File: config.mk
export PLATFORM = sky130hd
export DESIGN_NAME = mem_load_unit
export DESIGN_NICKNAME = d
export VERILOG_FILES = /design/src/rtl/mem_load_unit_pkg.sv /design/src/rtl/mem_load_unit_extract.sv /design/src/rtl/mem_load_unit.sv
export SDC_FILE = /design/constraint.sdc
export NUM_CORES = 1
export LEC_CHECK = 0
export CORE_MARGIN = 2
export CORE_UTILIZATION = 45
export CTS_CLUSTER_DIAMETER = 120
export CTS_CLUSTER_SIZE = 40
export DETAILED_ROUTE_END_ITERATION = 7
export MAX_ROUTING_LAYER = met4
export PLACE_DENSITY_LB_ADDON = 0.15
export SLEW_MARGIN = 0
export SYNTH_ARGS = -nofsm -noshare
export SYNTH_HDL_FRONTEND = slang
export SYNTH_HIERARCHICAL = 1
export SYNTH_SLANG_ARGS = --single-unit
File: constraint.sdc
create_clock -name clk_i -period 2.9 [get_ports clk_i]
set_input_delay 0.435 -clock clk_i [delete_from_list [all_inputs] [get_ports clk_i]]
set_output_delay 0.435 -clock clk_i [all_outputs]
set_load 0.02 [all_outputs]
File: src/rtl/mem_load_unit_pkg.sv
// Shared types for the load-response path: access widths and the shape of an
// outstanding load as recorded in the tracking queue.
package mem_load_unit_pkg;

    typedef enum logic [1:0] {
        MW_BYTE = 2'b00,
        MW_HALF = 2'b01,
        MW_WORD = 2'b10
    } mem_width_e;

    // Widest destination tag the queue entry can carry; the top slices its
    // own TAG_W bits out of this field.
    localparam int LMU_MAX_TAG_W = 16;

    typedef struct packed {
        mem_width_e               width;
        logic                     is_unsigned;
        logic [1:0]               byte_idx;
        logic [LMU_MAX_TAG_W-1:0] tag;
        logic                     killed;
    } load_entry_t;

endpackage

File: src/rtl/mem_load_unit_extract.sv
// Combinational byte/halfword/word extraction with sign or zero extension
// from a word-aligned 32-bit read beat.
module load_extract
    import mem_load_unit_pkg::*;
(
    input  mem_width_e  width_i,
    input  logic        is_unsigned_i,
    input  logic [1:0]  byte_idx_i,
    input  logic [31:0] rdata_i,
    output logic [31:0] data_o,
    output logic        illegal_o
);

    logic [7:0]  byte_field;
    logic [15:0] half_field;

    always_comb begin
        byte_field = 8'h00;
        half_field = 16'h0000;
        data_o     = 32'h0000_0000;
        illegal_o  = 1'b0;

        case (byte_idx_i)
            2'd0:    byte_field = rdata_i[7:0];
            2'd1:    byte_field = rdata_i[15:8];
            2'd2:    byte_field = rdata_i[23:16];
            default: byte_field = rdata_i[31:24];
        endcase

        // Halfword loads only look at bit 1 of the address.
        half_field = byte_idx_i[1] ? rdata_i[31:16] : rdata_i[15:0];

        case (width_i)
            MW_BYTE: data_o = {{24{~is_unsigned_i & byte_field[7]}}, byte_field};
            MW_HALF: data_o = {{16{~is_unsigned_i & half_field[15]}}, half_field};
            MW_WORD: data_o = rdata_i;
            default: illegal_o = 1'b1;
        endcase
    end

endmodule

File: src/rtl/mem_load_unit.sv
// Load-response unit: tracks issued loads in order, matches each returning
// memory word to its entry, and registers an extended writeback beat.
module mem_load_unit
    import mem_load_unit_pkg::*;
#(
    parameter int DEPTH = 2,
    parameter int TAG_W = 5
) (
    input  logic             clk_i,
    input  logic             rst_ni,
    input  logic             req_valid_i,
    output logic             req_ready_o,
    input  mem_width_e       req_width_i,
    input  logic             req_unsigned_i,
    input  logic [1:0]       req_byte_idx_i,
    input  logic [TAG_W-1:0] req_tag_i,
    input  logic             flush_i,
    input  logic             mem_rvalid_i,
    input  logic [31:0]      mem_rdata_i,
    input  logic             mem_err_i,
    output logic             wb_valid_o,
    output logic [31:0]      wb_data_o,
    output logic [TAG_W-1:0] wb_tag_o,
    output logic             wb_err_o,
    output logic             busy_o
);

    localparam int PTR_W = $clog2(DEPTH);
    localparam int CNT_W = PTR_W + 1;
    localparam logic [CNT_W-1:0] FULL_CNT = CNT_W'(DEPTH);

    // Handshake: a request is accepted on a rising edge where req_valid_i and
    // req_ready_o are both high; responses have no back-pressure and are
    // consumed whenever mem_rvalid_i is high and an entry is queued.

    load_entry_t      queue_q [DEPTH];
    load_entry_t      queue_d [DEPTH];
    logic [PTR_W-1:0] wptr_q, wptr_d;
    logic [PTR_W-1:0] rptr_q, rptr_d;
    logic [CNT_W-1:0] count_q, count_d;

    logic             wb_valid_q, wb_valid_d;
    logic [31:0]      wb_data_q, wb_data_d;
    logic [TAG_W-1:0] wb_tag_q, wb_tag_d;
    logic             wb_err_q, wb_err_d;

    logic        push;
    logic        pop;
    load_entry_t head;
    load_entry_t new_entry;
    logic [31:0] ext_data;
    logic        ext_illegal;

    assign req_ready_o = (count_q != FULL_CNT);
    assign busy_o      = (count_q != '0);
    assign push        = req_valid_i && req_ready_o;
    assign pop         = mem_rvalid_i && busy_o;
    assign head        = queue_q[rptr_q];

    load_extract u_extract (
        .width_i       (head.width),
        .is_unsigned_i (head.is_unsigned),
        .byte_idx_i    (head.byte_idx),
        .rdata_i       (mem_rdata_i),
        .data_o        (ext_data),
        .illegal_o     (ext_illegal)
    );

    always_comb begin
        new_entry             = '0;
        new_entry.width       = req_width_i;
        new_entry.is_unsigned = req_unsigned_i;
        new_entry.byte_idx    = req_byte_idx_i;
        new_entry.tag         = LMU_MAX_TAG_W'(req_tag_i);
        new_entry.killed      = 1'b0;
    end

    // Flush marks everything already queued; a same-cycle push lands after
    // the marking so the new load survives.
    always_comb begin
        for (int i = 0; i < DEPTH; i++) begin
            queue_d[i] = queue_q[i];
            if (flush_i) queue_d[i].killed = 1'b1;
        end
        if (push) queue_d[wptr_q] = new_entry;
    end

    always_comb begin
        wptr_d  = push ? wptr_q + 1'b1 : wptr_q;
        rptr_d  = pop  ? rptr_q + 1'b1 : rptr_q;
        count_d = count_q;
        case ({push, pop})
            2'b10:   count_d = count_q + 1'b1;
            2'b01:   count_d = count_q - 1'b1;
            default: count_d = count_q;
        endcase
    end

    always_comb begin
        wb_valid_d = pop && !head.killed && !flush_i;
        wb_data_d  = wb_data_q;
        wb_tag_d   = wb_tag_q;
        wb_err_d   = wb_err_q;
        if (wb_valid_d) begin
            wb_tag_d  = head.tag[TAG_W-1:0];
            wb_err_d  = mem_err_i || ext_illegal;
            wb_data_d = mem_err_i ? 32'h0000_0000 : ext_data;
        end
    end

    always_ff @(posedge clk_i or negedge rst_ni) begin
        if (!rst_ni) begin
            for (int i = 0; i < DEPTH; i++) queue_q[i] <= '0;
            wptr_q     <= '0;
            rptr_q     <= '0;
            count_q    <= '0;
            wb_valid_q <= 1'b0;
            wb_data_q  <= '0;
            wb_tag_q   <= '0;
            wb_err_q   <= 1'b0;
        end else begin
            for (int i = 0; i < DEPTH; i++) queue_q[i] <= queue_d[i];
            wptr_q     <= wptr_d;
            rptr_q     <= rptr_d;
            count_q    <= count_d;
            wb_valid_q <= wb_valid_d;
            wb_data_q  <= wb_data_d;
            wb_tag_q   <= wb_tag_d;
            wb_err_q   <= wb_err_d;
        end
    end

    assign wb_valid_o = wb_valid_q;
    assign wb_data_o  = wb_data_q;
    assign wb_tag_o   = wb_tag_q;
    assign wb_err_o   = wb_err_q;

endmodule

==> results by group <==
STA
  • Setup ws final: around 0.18 ns
  • Final Critical Period: 2.72 ns
  • Peak Freq: 367 MHz
  • Fin Setup TNS: 0 ns
  • Rel. slew slack: 0.217
  • RSZ-0062 raised after global routing: no
  • Crit share post-route: 0.940
  • Final Hold Viols: 0
  • Post-Route Skew: 0.00749 ns
  • Final Setup Violations: 0
  • Max-slew violations: 0
  • Slew @ Worst Pin: about 1.2 ns

Critical path
  • Worst-path maximum fanout: 12
  • Slowest cell on crit path: nor4b_2
  • R2r startpoint: rptr_q
  • Worst setup path category: flop to flop
  • WP buf/inv: 0
  • Critical Path End Type: flop
  • Reg2Reg Setup Slack: between 0.15 and 0.2 ns
  • CP required: 3.17 ns
  • Crit-path max cell delay: 0.94 ns
  • Reg2reg end: wb_data_o[16]
  • Crit path DAT: 3.00 ns
  • Top delay family on crit path: simple AND/OR/NAND/NOR gates
  • Worst setup SP type: flop
  • Top cell by count, worst path: mux2_2
  • R2R depth: 6
  • Worst-path cell chain: mux2_2, mux4_2, nor4b_2, a211o_1, nor2b_1, mux2_2

Place
  • DP Worst Slack: 0.170 ns
  • RD Place Congestion: 0.783
  • Final HPWL DP: 5790 um
  • Port-buffer cells: between 80 and 90

Synth
  • Post-synth EDFFs: 0
  • Area share of the largest cell type after synthesis: 0.461
  • Cell Area, Synth: 3530 um^2
  • Synth Instances: about 290
  • Top FF cell, synth: dfrtp_1
  • Synth cell types: 35
  • Yosys top cell by area: dfrtp_1
  • Syn Nets: 340
  • Syn Area/Cell: 12.1 um^2
  • Yosys Warn Count: 6
  • Area contributors post-synth: dfrtp_1, mux2_2, nor2b_1
  • Fraction of registers with async set or reset after synthesis: 1.00
  • FF+latch count, synth: between 60 and 70
  • Sequential share of the synthesized area: 0.461

Final layout
  • Nets: 429
  • Ant diodes: 0
  • Layout area overhead: 33.6%
  • Ratio of cells with drive above 1 in the final layout: 0.236

Clocking
  • Post-CTS setup buffer count: 0
  • Hold_buf cts: 0
  • H-tree depth: 3
  • Worst-path clk slew: 0.07 ns
  • Max clock buf depth: 2
  • Root Buffer: clkbuf_8
  • Clk_lat worst skew: 0.33 ns
  • CTS sink cnt: 65
  • CTS tree: built
  • Num CTS Buffers: 9
  • Post-cts repair resize count: 0

Detailed routing
  • Routed Antenna Nets: 0
  • Pre-Repair DR Iteration Count: 4
  • DRC: 0
  • Vias per Instance: ~5.3
  • Avg WL per Cell: roughly 17 um
  • Vias: between 2000 and 3000
  • DRT iter0 DRCs: ~110
  • Final WL: 8280 um

Floorplan
  • Rows: 32
  • Chip width: 92.6 um
  • Initial Utilization: 0.462
  • Die area: about 8600 um^2
  • Total core area: 7650 um^2
  • Boundary pin count: 89
  • Die Span Y: just over 90 um

Run status
  • Status: finished, final reports clean

Global routing
  • Largest net degree at the start of global routing: 40
  • Vias in the first global route: between 2000 and 3000
  • Total gr overflow: 0
  • Initial antenna violation count: 0
  • Total track usage: 0.205
  • First-pass GRT wire length: 13400 um

Pwr
  • Leakage power: between 2 and 2.5 nW
  • PD cells: roughly 1200 nW/um^2
  • Max rail drop VDD: 0.000504 V

Job
  • Max_cap viols: 0

Worst hold path
  • Min-delay worst type: input pin to async pin
[worst register-to-register path: cells and delay by family, from the launching register on]
kind | cells | cell delay (ns)
simple gates | 2 | 1.08
compound gates | 1 | 0.17
flops | 1 | 0.47
mux | 3 | 0.94
[stage by stage]
stage / instance area, um^2 / std cells / total power (W) / util / hold WS, ns
4_1_cts: 4700 / 486 / 0.00557 / 0.615 / 0.103
2_1_floorplan: 3530 / 291 / 0.00380 / - / 0.139
6_report: 4720 / 487 / 0.00557 / 0.617 / 0.0945
3_3_place_gp: 4500 / 470 / 0.00471 / 0.588 / 0.467
3_5_place_dp: 4500 / 470 / 0.00475 / 0.588 / 0.472
5_1_grt: 4720 / 487 / 0.00595 / 0.617 / 0.122
[cells in the final DEF, fill, tap and decap left out, types with 2 or more instances in the layout]
cell type,instances
o21ai_0,8
nand2_1,8
mux2_2,59
clkdlybuf4s50_1,87
nor2b_1,34
mux2_1,8
o2bb2ai_1,7
clkbuf_8,11
buf_4,8
mux2i_1,17
nor2_1,12
dfrtp_1,65
inv_1,3
nor3b_1,2
nand2b_1,3
xnor2_1,4
a211o_1,24
[cell type report]
cell class	count	area, um^2
fillers	636	2930
multi-input cells	204	1790
flip-flops and latches	65	1630
repair buffers	97	956
clock buffers	12	155
well taps	102	128
clock inverters	4	51.3
inverters	3	11.3
[cells by family after synthesis]
family / count (synthesis) / share of synthesized area
adders and majority gates: 1 / 0.00354
DFF: 65 / 0.461
and+or+nand+nor: 65 / 0.108
xor gates and xnor gates: 5 / 0.0124
AOI/OAI and AO/OA: 47 / 0.111
muxes: 85 / 0.268
buffers and inverters: 23 / 0.0365
[cells in the mapped netlist, drive strengths merged (4+ instances only)]
cell type and n:
clkbuf 8, o21ai 9, dfrtp 65, o2bb2ai 7
nand2 8, nor2 12, xnor2 4, a211o 24
buf 12, mux2i 17, nor2b 34, mux2 67
[sequential cells by signal, indices dropped and copies added, names as in the netlist]
register / count
wb_data_o: 32
queue_q: 22
wb_tag_o: 5
count_q: 2
rptr_q: 1
wb_err_o: 1
wb_valid_o: 1
wptr_q: 1
[power breakdown]
| group | switching, W | internal [W] |
|---|---|---|
| clock network | 0.000341 | 0.000444 |
| logic | 0.00151 | 0.00171 |
| registers | 0.000233 | 0.00132 |
[layer usage]
metal  part of all wire  vias to the layer above  GRT usage  routed length, um
li1                   -                     1226          -                  -
met1               0.47                     1263      0.280               3910
met2               0.47                       75      0.312               3930
met3              0.044                        9     0.0350                366
met4             0.0092                        0     0.0709                 76
met5                  0                        -          -                  0
[worst max path at each step]
stage	cells past startpoint	start	end
global route	6	rptr_q	wb_data_o[30]
global placement	6	mem_rdata_i[15]	wb_data_o[23]
floorplan	9	rptr_q	wb_data_o[24]
finish	6	rptr_q	wb_data_o[16]
CTS	6	rptr_q	wb_data_o[31]
detailed placement	6	mem_rdata_i[15]	wb_data_o[31]
No activity file was read; power rests on OpenSTA's default activity.
==> RTL change, RTL diff (config.mk and constraints unchanged) <==
`wb_data_q` no longer has a reset.
--- a/src/rtl/mem_load_unit.sv
+++ b/src/rtl/mem_load_unit.sv
@@ -115,7 +115,6 @@
             rptr_q     <= '0;
             count_q    <= '0;
             wb_valid_q <= 1'b0;
-            wb_data_q  <= '0;
             wb_tag_q   <= '0;
             wb_err_q   <= 1'b0;
         end else begin
@@ -124,10 +123,13 @@
             rptr_q     <= rptr_d;
             count_q    <= count_d;
             wb_valid_q <= wb_valid_d;
-            wb_data_q  <= wb_data_d;
             wb_tag_q   <= wb_tag_d;
             wb_err_q   <= wb_err_d;
         end
+    end
+
+    always_ff @(posedge clk_i) begin
+        wb_data_q <= wb_data_d;
     end
 
     assign wb_valid_o = wb_valid_q;
Formal check against the unedited RTL: differs if rst_ni is asserted again (counterexample within 4 cycles, from zero or initial values and one cycle with rst_ni low); with rst_ni held inactive, the same outputs for 10 cycles.
==> RTL change against the original RTL <==
- cell area down 5.2%
- synthesized area down 6.4%
- sequential cell count unchanged
- worst setup slack worse by 20 ps
- global-route usage down 0.82 points
- wire length down 11%
- power down 13%
- cell count down 7.8%
- synthesized cell count down 12%
- clock skew up 6.5 ps
- sequential share of layout area up 5.5 points
- highest routed layer unchanged
==> RTL change: results (changes against the original RTL) <==
Outcome
  – Status: complete, no violations

Power
  – Pleak: 1.85 nW (-14%)
  – Max IR drop VDD: 0.000504 V (about the same)
  – Switch share: 0.360 (-0.0151)

Route
  – Drt pass-1 iters: 4 (unchanged)
  – 1st-iter DRT viols: 166 (+47%)
  – Routed WL: 7340 µm (-11%)
  – Via count: 2339 (-9.1%)

Critical path
  – Slowest stage delay, CP: 1010 ps (+70 ps)
  – Worst reg-to-reg setup slack: 160 ps (-20 ps)
  – Slowest cell on the critical path: nor4b_4
  – Worst-path fanout max: 24 (+12)
  – Worst Path Arrival: 2930 ps (-70 ps)
  – Crit-path leading delay family: simple AND/OR/NAND/NOR gates

Synth
  – Synth top cells by count: 35 x mux2_2, 33 x dfrtp_1, 33 x nor2b_1
  – Synth Flop Type: dfrtp_1
  – Syn Area/Cell: 13.0 µm² (+6.8%)
  – Distinct cells, synth: 35 (unchanged)
  – Multiplexer area fraction after synthesis: 0.178 (-0.0906)
  – Synth Area in Adders: 0.00379 (+0.000244)
  – Synth Area in Compound Gates: 0.118 (+0.00762)
  – Post-synth EDFFs: 32 (+32)
  – Post-synth ARST share: 0.508 (-0.492)
  – Seq/Total Area, Yosys: 0.541 (+0.0802)
  – Synth area leaders: edfxtp_1 29%, dfrtp_1 25%, mux2_2 12%, a211o_1 6.4%, nor2b_1 6.3%
  – Syn nets: 304 (-11%)
  – Xor/xnor share of the synthesized area: 0.0133 (+0.000855)
  – Yosys warns: 6 (unchanged)

Clocking
  – Setup Fix Bufs, Post-CTS: 0 (unchanged)
  – Clock Path Buffers: 2 (unchanged)
  – Skew-Pair Late Insertion Delay: 350 ps (+20 ps)
  – Resized Gates After CTS: 0 (unchanged)
  – Htree depth: 3 (unchanged)
  – Num CTS Buffers: 9 (unchanged)
  – CTS root buf: clkbuf_8
  – Worst-path clk slew: 80 ps

STA
  – Slew @ Worst Pin: 1270 ps (+97.7 ps)
  – Max Clock Skew: 14.0 ps (+6.54 ps)

GRT
  – Vias in the first global route: 2163 (-17%)
  – GRT Util Overall: 0.197 (-0.00822)
  – Largest net degree at the start of global routing: 34 (-15%)
  – Initial antenna violation count: 0 (unchanged)
  – First-pass GRT wire length: 11200 µm (-16%)
  – Gr ovfl total: 0 (unchanged)

Place
  – Cell Area, Placed: 4270 µm² (-5.0%)
  – Global placer's final weighted congestion: 0.791 (+0.93%)
  – PortBufs: 88 (unchanged)
  – Dpl cells: 433 (-7.9%)
  – HPWL after detailed placement: 4990 µm (-14%)

Finish
  – N_diodes: 0 (unchanged)
  – Fillers: 569 (-11%)
  – # nets final: 394 (-8.2%)
  – Layout cell share with drive strength beyond 1: 0.186 (-0.0506)
  – Largest register FFs: 32 (unchanged)
  – Non-Filler Instances: 449 (-7.8%)

Hold path
  – Hold/Removal Path Class: in2async
==> RTL change: power by group through the flow <==
stage | clock (mW) | combinational, mW | sequential [mW]
floorplan | 0 | 1.79 | 1.66
global placement | 0 | 2.55 | 1.54
detailed placement | 0 | 2.57 | 1.54
CTS | 0.770 | 2.59 | 1.53
global route | 0.812 | 2.80 | 1.56
finish | 0.757 | 2.58 | 1.52
==> RTL change: final timing paths <==
path	from	endpoint	depth (start not counted)
max	rptr_q	wb_data_o[30]	5
min	rst_ni	queue_q[1]	2
max reg2reg	rptr_q	wb_data_o[30]	5
min reg2reg	wptr_q	wptr_q	1
max in group asynchronous	rst_ni	wb_err_o	2
min in group clk_i	wptr_q	wptr_q	1
==> RTL change: cell type report <==
cell class | instances | area share
clock buffers | 11 | 0.0364
clock inverters | 5 | 0.00811
multi-input cells | 171 | 0.317
well taps | 99 | 0.0277
flip-flops and latches | 65 | 0.399
repair buffers | 95 | 0.209
inverters | 3 | 0.00252
==> RTL change: cells by family (layout without fill, tap and decap cells) <==
group | Yosys count | after routing
AOI/OAI and AO/OA | 47 | 47
xor gates and xnor gates | 5 | 5
adders and majority gates | 1 | 1
buffers and inverters | 19 | 114
DFF | 65 | 65
muxes | 53 | 53
and+or+nand+nor | 65 | 65
==> RTL change: metal layers <==
layer	track usage	vias up	wire, µm
met5	-	-	0
met3	0.0539	3	475
met1	0.294	1144	3530
met4	0.0611	0	21
li1	-	1118	-
met2	0.259	74	3310
==> RTL change: per-stage QoR <==
step                      utilization  hold WS [ps]  setup slack [ps]
after floorplan                     -           139               325
after global placement          0.596           475               189
after detailed placement        0.596           488               174
after CTS                       0.623           483               172
after global routing            0.623           499              47.8
final                           0.623           480               155
